## config.mk

```make
export PLATFORM = sky130hd
export DESIGN_NAME = fifo_ctrl_flat
export DESIGN_NICKNAME = d
export VERILOG_FILES = /design/src/rtl/fifo_ctrl_if.sv /design/src/rtl/fifo_ctrl.sv /design/src/flat_wrapper.sv
export SDC_FILE = /design/constraint.sdc
export NUM_CORES = 1
export LEC_CHECK = 0
export ABC_CLOCK_PERIOD_IN_PS = 1500
export CAP_MARGIN = 20
export CORE_AREA = 5 5 42 44
export DETAILED_ROUTE_END_ITERATION = 10
export DIE_AREA = 0 0 47 49
export PLACE_DENSITY = 0.67
export SYNTH_ARGS = -nofsm -noshare
export SYNTH_HDL_FRONTEND = slang
export SYNTH_SLANG_ARGS = --single-unit
```

## constraint.sdc

```tcl
create_clock -name clk -period 1.5 [get_ports clk]
set_clock_uncertainty 0.1 [all_clocks]
set_input_delay 0.375 -clock clk [delete_from_list [all_inputs] [get_ports clk]]
set_output_delay 0.375 -clock clk [all_outputs]
set_load 0.01 [all_outputs]
```

## src/rtl/fifo_ctrl_if.sv

```systemverilog
// fifo_ctrl_if: push/pop handshake and pointer/flag bundle (level outputs under FIFO_CTRL_LEVEL_EN)
interface fifo_ctrl_if #(parameter int ADDR_WIDTH = 3);
   logic                  wr, rd, w_en, full, empty, wr_err, rd_err;
   logic [ADDR_WIDTH-1:0] w_addr, r_addr;
`ifdef FIFO_CTRL_LEVEL_EN
   logic [ADDR_WIDTH:0]   level;
   logic                  almost_full, almost_empty;
   modport master(output wr, rd,
                  input w_en, w_addr, r_addr, full, empty, wr_err, rd_err, level, almost_full, almost_empty);
   modport slave(input wr, rd,
                 output w_en, w_addr, r_addr, full, empty, wr_err, rd_err, level, almost_full, almost_empty);
`else
   modport master(output wr, rd,
                  input w_en, w_addr, r_addr, full, empty, wr_err, rd_err);
   modport slave(input wr, rd,
                 output w_en, w_addr, r_addr, full, empty, wr_err, rd_err);
`endif
endinterface

```

## src/rtl/fifo_ctrl.sv

```systemverilog
// fifo_ctrl: FWFT FIFO pointer/flag controller; optional occupancy outputs under FIFO_CTRL_LEVEL_EN
module fifo_ctrl #(parameter int ADDR_WIDTH = 3) (
   input logic       clk,
   input logic       rst_n,
   fifo_ctrl_if.slave bus
);
   localparam logic [ADDR_WIDTH-1:0] ONE = 1;
   logic push_ok, pop_ok;
   // a full FIFO still takes a push when the head is popped on the same edge
   assign push_ok  = bus.wr & (~bus.full | bus.rd);
   assign pop_ok   = bus.rd & ~bus.empty;
   assign bus.w_en = push_ok;
   // pointers, flags and error pulses
   always_ff @(posedge clk) begin
      if (!rst_n) begin
         bus.w_addr <= '0;
         bus.r_addr <= '0;
         bus.full   <= 1'b0;
         bus.empty  <= 1'b1;
         bus.wr_err <= 1'b0;
         bus.rd_err <= 1'b0;
      end else begin
         bus.w_addr <= push_ok ? bus.w_addr + ONE : bus.w_addr;
         bus.r_addr <= pop_ok ? bus.r_addr + ONE : bus.r_addr;
         bus.wr_err <= bus.wr & ~push_ok;
         bus.rd_err <= bus.rd & ~pop_ok;
         if (push_ok & ~pop_ok) begin
            bus.empty <= 1'b0;
            bus.full  <= (bus.w_addr + ONE) == bus.r_addr;
         end else if (pop_ok & ~push_ok) begin
            bus.full  <= 1'b0;
            bus.empty <= (bus.r_addr + ONE) == bus.w_addr;
         end
      end
   end
`ifdef FIFO_CTRL_LEVEL_EN
   localparam logic [ADDR_WIDTH:0] ONE_L = 1;
   localparam logic [ADDR_WIDTH:0] AF_TH = (ADDR_WIDTH+1)'((1 << ADDR_WIDTH) - 1);
   // occupancy counter tracks net push/pop
   always_ff @(posedge clk) begin
      if (!rst_n)
         bus.level <= '0;
      else if (push_ok & ~pop_ok)
         bus.level <= bus.level + ONE_L;
      else if (pop_ok & ~push_ok)
         bus.level <= bus.level - ONE_L;
   end
   assign bus.almost_full  = bus.level >= AF_TH;
   assign bus.almost_empty = bus.level <= ONE_L;
`endif
endmodule

```

## src/flat_wrapper.sv

```systemverilog
// flat-port wrapper written by rule: the top's interface ports become plain ports
module fifo_ctrl_flat 
#(parameter int ADDR_WIDTH = 3)
  (clk, rst_n, bus_wr, bus_rd, bus_w_en, bus_w_addr, bus_r_addr, bus_full, bus_empty, bus_wr_err, bus_rd_err);
  fifo_ctrl_if #(.ADDR_WIDTH(ADDR_WIDTH)) bus_i ();
  input logic clk;
  input logic rst_n;
  input wire logic [$bits(bus_i.wr)-1:0] bus_wr;
  input wire logic [$bits(bus_i.rd)-1:0] bus_rd;
  output wire logic [$bits(bus_i.w_en)-1:0] bus_w_en;
  output wire logic [$bits(bus_i.w_addr)-1:0] bus_w_addr;
  output wire logic [$bits(bus_i.r_addr)-1:0] bus_r_addr;
  output wire logic [$bits(bus_i.full)-1:0] bus_full;
  output wire logic [$bits(bus_i.empty)-1:0] bus_empty;
  output wire logic [$bits(bus_i.wr_err)-1:0] bus_wr_err;
  output wire logic [$bits(bus_i.rd_err)-1:0] bus_rd_err;
  assign bus_i.wr = bus_wr;
  assign bus_i.rd = bus_rd;
  assign bus_w_en = bus_i.w_en;
  assign bus_w_addr = bus_i.w_addr;
  assign bus_r_addr = bus_i.r_addr;
  assign bus_full = bus_i.full;
  assign bus_empty = bus_i.empty;
  assign bus_wr_err = bus_i.wr_err;
  assign bus_rd_err = bus_i.rd_err;
  fifo_ctrl #(.ADDR_WIDTH(ADDR_WIDTH)) u_core (.clk(clk), .rst_n(rst_n), .bus(bus_i));
endmodule
```

==> reports/metrics.csv, run 1 <==
metric,value,unit
run status,finished clean,
CP required,1.02,ns
syn_nets,59,
DR top layer,met4,
Cell Rows,14,
cts bufs inserted,3,
area delta synth->final,61.94,%
Int Power,0.5215,mW
Sink Count,10,
post-synthesis cell area,476.7,sq um
PnR Total Power,0.6995,mW
Critical Path Start Type,register,
Core ar.,1401,sq um
share of layout cells above drive strength 1,0.3210,
Tcrit/Tclk final,0.9561,
Combinational Power Share,0.238,
H-tree levels,1,
slowest CP cell,dfxtp_2,
worst path bufs/invs,1,
number of hold-repair buffers added at the cts stage,0,
first-pass GRT wire length,2.097,mm
Final ANT Viol Nets,0,
peak supply drop,0.0006701,V
placer congestion estimate,0.7950,
CP cell instances,nor2b_4 > nor2_2 > buf_2,
DRT iter0 DRCs,4,
Clock power frac,0.342,
largest net degree at the start of global routing,7,
unrepaired setup endpoints after global routing,false,
PD cells,906.1,nW/um^2
Top Ports,15,
CP endpoint kind,primary output,
Place WS,-0.6036,ns
minimum clock period,1.434,ns
synthesis-stage register bit count,10,
Max Cap Viol,0,
Worst Path Max Fanout,2,
CP peak stage delay,0.32,ns
die area,2303,sq um
CTS tree,built,
Via Count,464,
FF-to-FF Start,u_core.bus.full$_SDFFE_PN0P_,
"Setup violations, final",0,
vias in the first global route,505,
Hold WC Path Type,in2reg,
"Clk Latency, worst-skew pair",0.26,ns
total iterations of the first detailed-routing run,3,
initial antenna violation count,0,
register area share after synthesis,0.4199,
Routed wire per std cell,11.48,um
"most common cell after layout, fill and taps aside",buf_4,
leakage,0.3590,nW
Final Hold Fails,0,
fin area,772.0,sq um
Switching Share,0.2545,
Crit path max-delay family,flip-flops,
grt ovf,0,
Remaining DRCs,0,
Setup crit start,u_core.bus.full$_SDFFE_PN0P_,
Met1 Wirelength,479,um
min-delay src,bus_rd,
Syn. warnings,0,
Root Buffer,clkbuf_4,
clock-pin slew on the worst setup and hold paths,0.06,ns
gr usage total,0.1227,
routed length on met2,530,um
Slew HR,0.8044,
Die Width,47,um
"commonest cells after routing, fill and taps aside","buf_4, dlygate4sd2_1, dfxtp_1, xnor2_1",
TNS Setup,0,ns
CTS max path bufs,2,
area of placed instances,728.2,sq um
Final Max Slew Viols,0,
Total Wirelength,1.114,mm
sw power,0.1780,mW
wire length on met3,93,um
DR vias/cell,4.784,
synthesized area per cell,9.167,sq um
worst path arrival time,0.96,ns
maximum clock frequency,0.6973,GHz
post-synthesis cell count,52,
Layout Nets,89,
sequential power share,0.420,
PortBufs,14,
Die Span Y,49,um
crit path kind,reg2out,
# diodes,0,
HPWL Detailed,890.8,um
Least-Margin Pin Slew,0.2913,ns
Yosys cell types,21,
fin util,0.5509,
fin worst setup slack,0.06588,ns
Initial Util,0.3402,
-- cell usage after synthesis --
cell type | count | share of area
nand3_1 | 2 | 0.021
nor3_1 | 1 | 0.010
a21oi_1 | 3 | 0.031
or3_1 | 1 | 0.013
nor2b_1 | 1 | 0.013
ha_1 | 3 | 0.079
xor2_1 | 2 | 0.037
inv_1 | 4 | 0.031
nand4_1 | 1 | 0.013
nand2_1 | 2 | 0.016
nand3b_1 | 2 | 0.031
xnor2_1 | 6 | 0.11
and3_1 | 1 | 0.013
mux2i_1 | 1 | 0.021
o211ai_1 | 1 | 0.016
nor2_1 | 5 | 0.039
o21ai_0 | 2 | 0.021
or4_1 | 1 | 0.016
dfxtp_1 | 10 | 0.42
o31ai_1 | 2 | 0.031
and2b_1 | 1 | 0.016
-- stage by stage --
stage,hold slack [ns],std cells
after detailed placement,0.4079,93
final,0.3368,97
after global routing,0.3467,97
after floorplan,0.3517,52
after global placement,0.3924,93
after CTS,0.4145,97
-- layer usage --
| layer | up-vias | GRT usage |
|---|---|---|
| met5 | - | 0 |
| met4 | 0 | 0.02765 |
| met3 | 2 | 0.05904 |
| met2 | 15 | 0.1878 |
| met1 | 209 | 0.1523 |
| li1 | 238 | - |
-- power groups by stage --
| stage | logic [mW] | registers [mW] | clock network (mW) |
|---|---|---|---|
| final | 0.166 | 0.294 | 0.239 |
| after global routing | 0.185 | 0.296 | 0.266 |
| after CTS | 0.159 | 0.293 | 0.251 |
| after detailed placement | 0.163 | 0.300 | 0 |
| after global placement | 0.162 | 0.299 | 0 |
| after floorplan | 0.0660 | 0.309 | 0 |
-- tightest hold or removal path: stages --
cell	delay, ns
clkbuf_2	0.11
buf_4	0.13
nor3_1	0.04
-- cell type report --
cell class              count  area, sq um
repair buffers             25        200.2
flip-flops and latches     10        203.9
well taps                  16        20.02
multi-input cells          38        296.5
inverters                   4        15.01
clock buffers               4        36.28
fillers                   143        629.4
-- flip-flops by register name, summed over array words and instances, names as in the netlist --
| name | count |
|---|---|
| u_core.bus.r_addr | 3 |
| u_core.bus.empty | 1 |
| u_core.bus.wr_err | 1 |
| u_core.bus.rd_err | 1 |
| u_core.bus.full | 1 |
| u_core.bus.w_addr | 3 |
-- timing repair --
| action | CTS | global route |
|---|---|---|
| pin swaps | 3 | 2 |
| setup endpoints to repair | 14 | 5 |
| gates resized for setup | 18 | 9 |
| setup buffers | 0 | 0 |
-- worst paths after layout --
| check | end | slack (ns) | depth (start not counted) |
|---|---|---|---|
| max reg2reg | u_core.bus.full$_SDFFE_PN0P_ | 0.10 | 7 |
| min reg2reg | u_core.bus.w_addr[2]$_SDFFE_PN0P_ | 0.41 | 2 |
| max | bus_w_en | 0.07 | 3 |
| min | u_core.bus.wr_err$_SDFF_PN0_ | 0.34 | 3 |
-- logic make-up after synthesis --
| family | count (synthesis) | share of synthesized area |
|---|---|---|
| XOR/XNOR | 8 | 0.1470 |
| multiplexers | 1 | 0.02100 |
| AND/OR/NAND/NOR | 18 | 0.2021 |
| buffers and inverters | 4 | 0.03149 |
| adder cells (fa/ha/maj) | 3 | 0.07875 |
| flip-flops | 10 | 0.4199 |
| AO/OA/AOI/OAI | 8 | 0.09973 |
Note: power is estimated with default switching activity, not from simulation.
==> run 2, diff against run 1 <==
--- a/config.mk
+++ b/config.mk
@@ -11,6 +11,7 @@
 export DETAILED_ROUTE_END_ITERATION = 10
 export DIE_AREA = 0 0 47 49
 export PLACE_DENSITY = 0.67
+export RECOVER_POWER = 100
 export SYNTH_ARGS = -nofsm -noshare
 export SYNTH_HDL_FRONTEND = slang
 export SYNTH_SLANG_ARGS = --single-unit
==> run 2 against run 1 <==
Effect of this change: final area shrank 0.97%; die area is the same; global-route usage is the same; register-to-register slack is essentially flat; critical path depth is the same; largest power group unchanged; highest routed layer unchanged.
==> reports/metrics.csv, run 2 (synthesized netlist as in run 1, its figures left out) <==
metric,value,unit,change
crit path kind,reg2out,,
sw power,0.1780,mW,about the same
DR vias/cell,4.794,,+0.22%
postcts setup bufs,0,,unchanged
CP cell instances,nor2b_4 > nor2_2 > clkbuf_2,,
fin util,0.5455,,-0.005357
maximum clock frequency,0.6963,GHz,-0.14%
Top Ports,15,,unchanged
slowest CP cell,dfxtp_2,,
Layout Nets,89,,unchanged
Via Count,465,,+0.22%
Clock power frac,0.344,,+0.002
FF-to-FF Start,u_core.bus.full$_SDFFE_PN0P_,,
worst path bufs/invs,1,,unchanged
filler cell count,147,,+2.8%
H-tree levels,1,,unchanged
# diodes,0,,unchanged
clock-pin slew on the worst setup and hold paths,0.06,ns,about the same
Layout Cells excl Fill,97,,unchanged
Sink Count,10,,unchanged
Core ar.,1401,sq um,unchanged
Switching Share,0.2559,,+0.001463
area delta synth->final,60.37,%,
vias in the first global route,505,,unchanged
total iterations of the first detailed-routing run,3,,unchanged
Worst Path Max Fanout,2,,unchanged
cts bufs inserted,3,,unchanged
Die Width,47,um,unchanged
Multi-input gate area,296.5,sq um,unchanged
worst path arrival time,0.96,ns,about the same
dpl cells,93,,unchanged
HPWL Detailed,890.8,um,unchanged
"commonest cells after routing, fill and taps aside","dlygate4sd2_1, buf_4, dfxtp_1, xnor2_1",,
Critical Path Start Type,register,,
Slew HR,0.8044,,unchanged
Die Span Y,49,um,unchanged
CTS tree,built,,
Max Cap Viol,0,,unchanged
initial antenna violation count,0,,unchanged
Root Buffer,clkbuf_4,,
Crit path max-delay family,flip-flops,,
DRT iter0 DRCs,4,,unchanged
placer congestion estimate,0.7950,,unchanged
CTS max path bufs,2,,unchanged
PD cells,909.7,nW/um^2,+0.39%
Cell Rows,14,,unchanged
"most common cell after layout, fill and taps aside",dlygate4sd2_1,,
number of hold-repair buffers added at the cts stage,0,,unchanged
grt ovf,0,,unchanged
share of layout cells above drive strength 1,0.2963,,-0.02469
minimum clock period,1.436,ns,+0.002062 ns
Register Area,203.9,sq um,unchanged
Hold WC Path Type,in2reg,,
Final ANT Viol Nets,0,,unchanged
Setup crit start,u_core.bus.full$_SDFFE_PN0P_,,
first-pass GRT wire length,2.097,mm,unchanged
Remaining DRCs,0,,unchanged
run status,finished clean,,
CP peak stage delay,0.32,ns,about the same
peak supply drop,0.0006690,V,-0.18%
Routed wire per std cell,11.52,um,+0.27%
largest net degree at the start of global routing,7,,unchanged
"Setup violations, final",0,,unchanged
"Clk Latency, worst-skew pair",0.26,ns,about the same
Least-Margin Pin Slew,0.2913,ns,unchanged
unrepaired setup endpoints after global routing,false,,
min-delay src,bus_rd,,
Int Power,0.5175,mW,-0.78%
PortBufs,14,,unchanged
CP endpoint kind,primary output,,
sequential power share,0.423,,+0.003
final hold slack,0.3369,ns,+0.00005900 ns
Final Hold Fails,0,,unchanged
Final Max Slew Viols,0,,unchanged
Combinational Power Share,0.234,,-0.004
Tcrit/Tclk final,0.9575,,+0.001375
CP required,1.02,ns,about the same
die area,2303,sq um,unchanged
biggest regs,"u_core.bus.r_addr (3), u_core.bus.w_addr (3)",,
gr usage total,0.1227,,unchanged
Total Wirelength,1.117,mm,+0.27%
leakage,0.3517,nW,-2.0%
Initial Util,0.3402,,unchanged
[run 2: final cells by class]
type	instances	area share
multi-input combinational	38	0.3879
sequential	10	0.2668
timing repair buffer	25	0.2520
clock buffer	4	0.04746
tap	16	0.02619
inverter	4	0.01964
[run 2: what timing repair did]
action,in CTS,in global routing
pin swaps,3,2
gates resized for setup,18,9
endpoints found under the setup margin,14,5
cloned,0,0
[run 2: final timing paths]
check	slack [ns]	depth (start not counted)	end
setup / recovery	0.06	3	bus_w_en
hold / removal	0.34	3	u_core.bus.wr_err$_SDFF_PN0_
setup reg to reg	0.09	7	u_core.bus.full$_SDFFE_PN0P_
hold reg to reg	0.41	2	u_core.bus.w_addr[2]$_SDFFE_PN0P_
[run 2: stage by stage]
step | total power [mW] | setup WS (ns) | setup TNS, ns | cell area (sq um)
CTS | 0.7034 | 0.01496 | 0 | 759.5
global route | 0.7432 | 0.003558 | 0 | 764.5
floorplan | 0.3753 | 0.01927 | 0 | 485.5
global placement | 0.4613 | -0.6057 | -2.792 | 728.2
finish | 0.6954 | 0.06382 | 0 | 764.5
detailed placement | 0.4632 | -0.6036 | -2.817 | 728.2
[run 2: power by group through the flow]
stage	logic [mW]	clock network [mW]	registers [mW]
final	0.162	0.239	0.294
after global routing	0.181	0.266	0.296
after CTS	0.159	0.251	0.293
after detailed placement	0.163	0	0.300
after global placement	0.162	0	0.299
after floorplan	0.0660	0	0.309
[run 2: worst register-to-register path, delay by kind of cell, from the launching register on]
kind / cells / cell delay [ns]
AOI/OAI and AO/OA: 1 / 0.07
adders and majority gates: 1 / 0.29
buffers and inverters: 2 / 0.24
DFF: 1 / 0.33
and+or+nand+nor: 3 / 0.29
[run 2: per-layer routing]
metal | global-route usage | share of wire
met1 | 0.1523 | 0.43
met2 | 0.1878 | 0.48
met5 | 0 | 0
met3 | 0.05904 | 0.082
met4 | 0.02765 | 0.0098
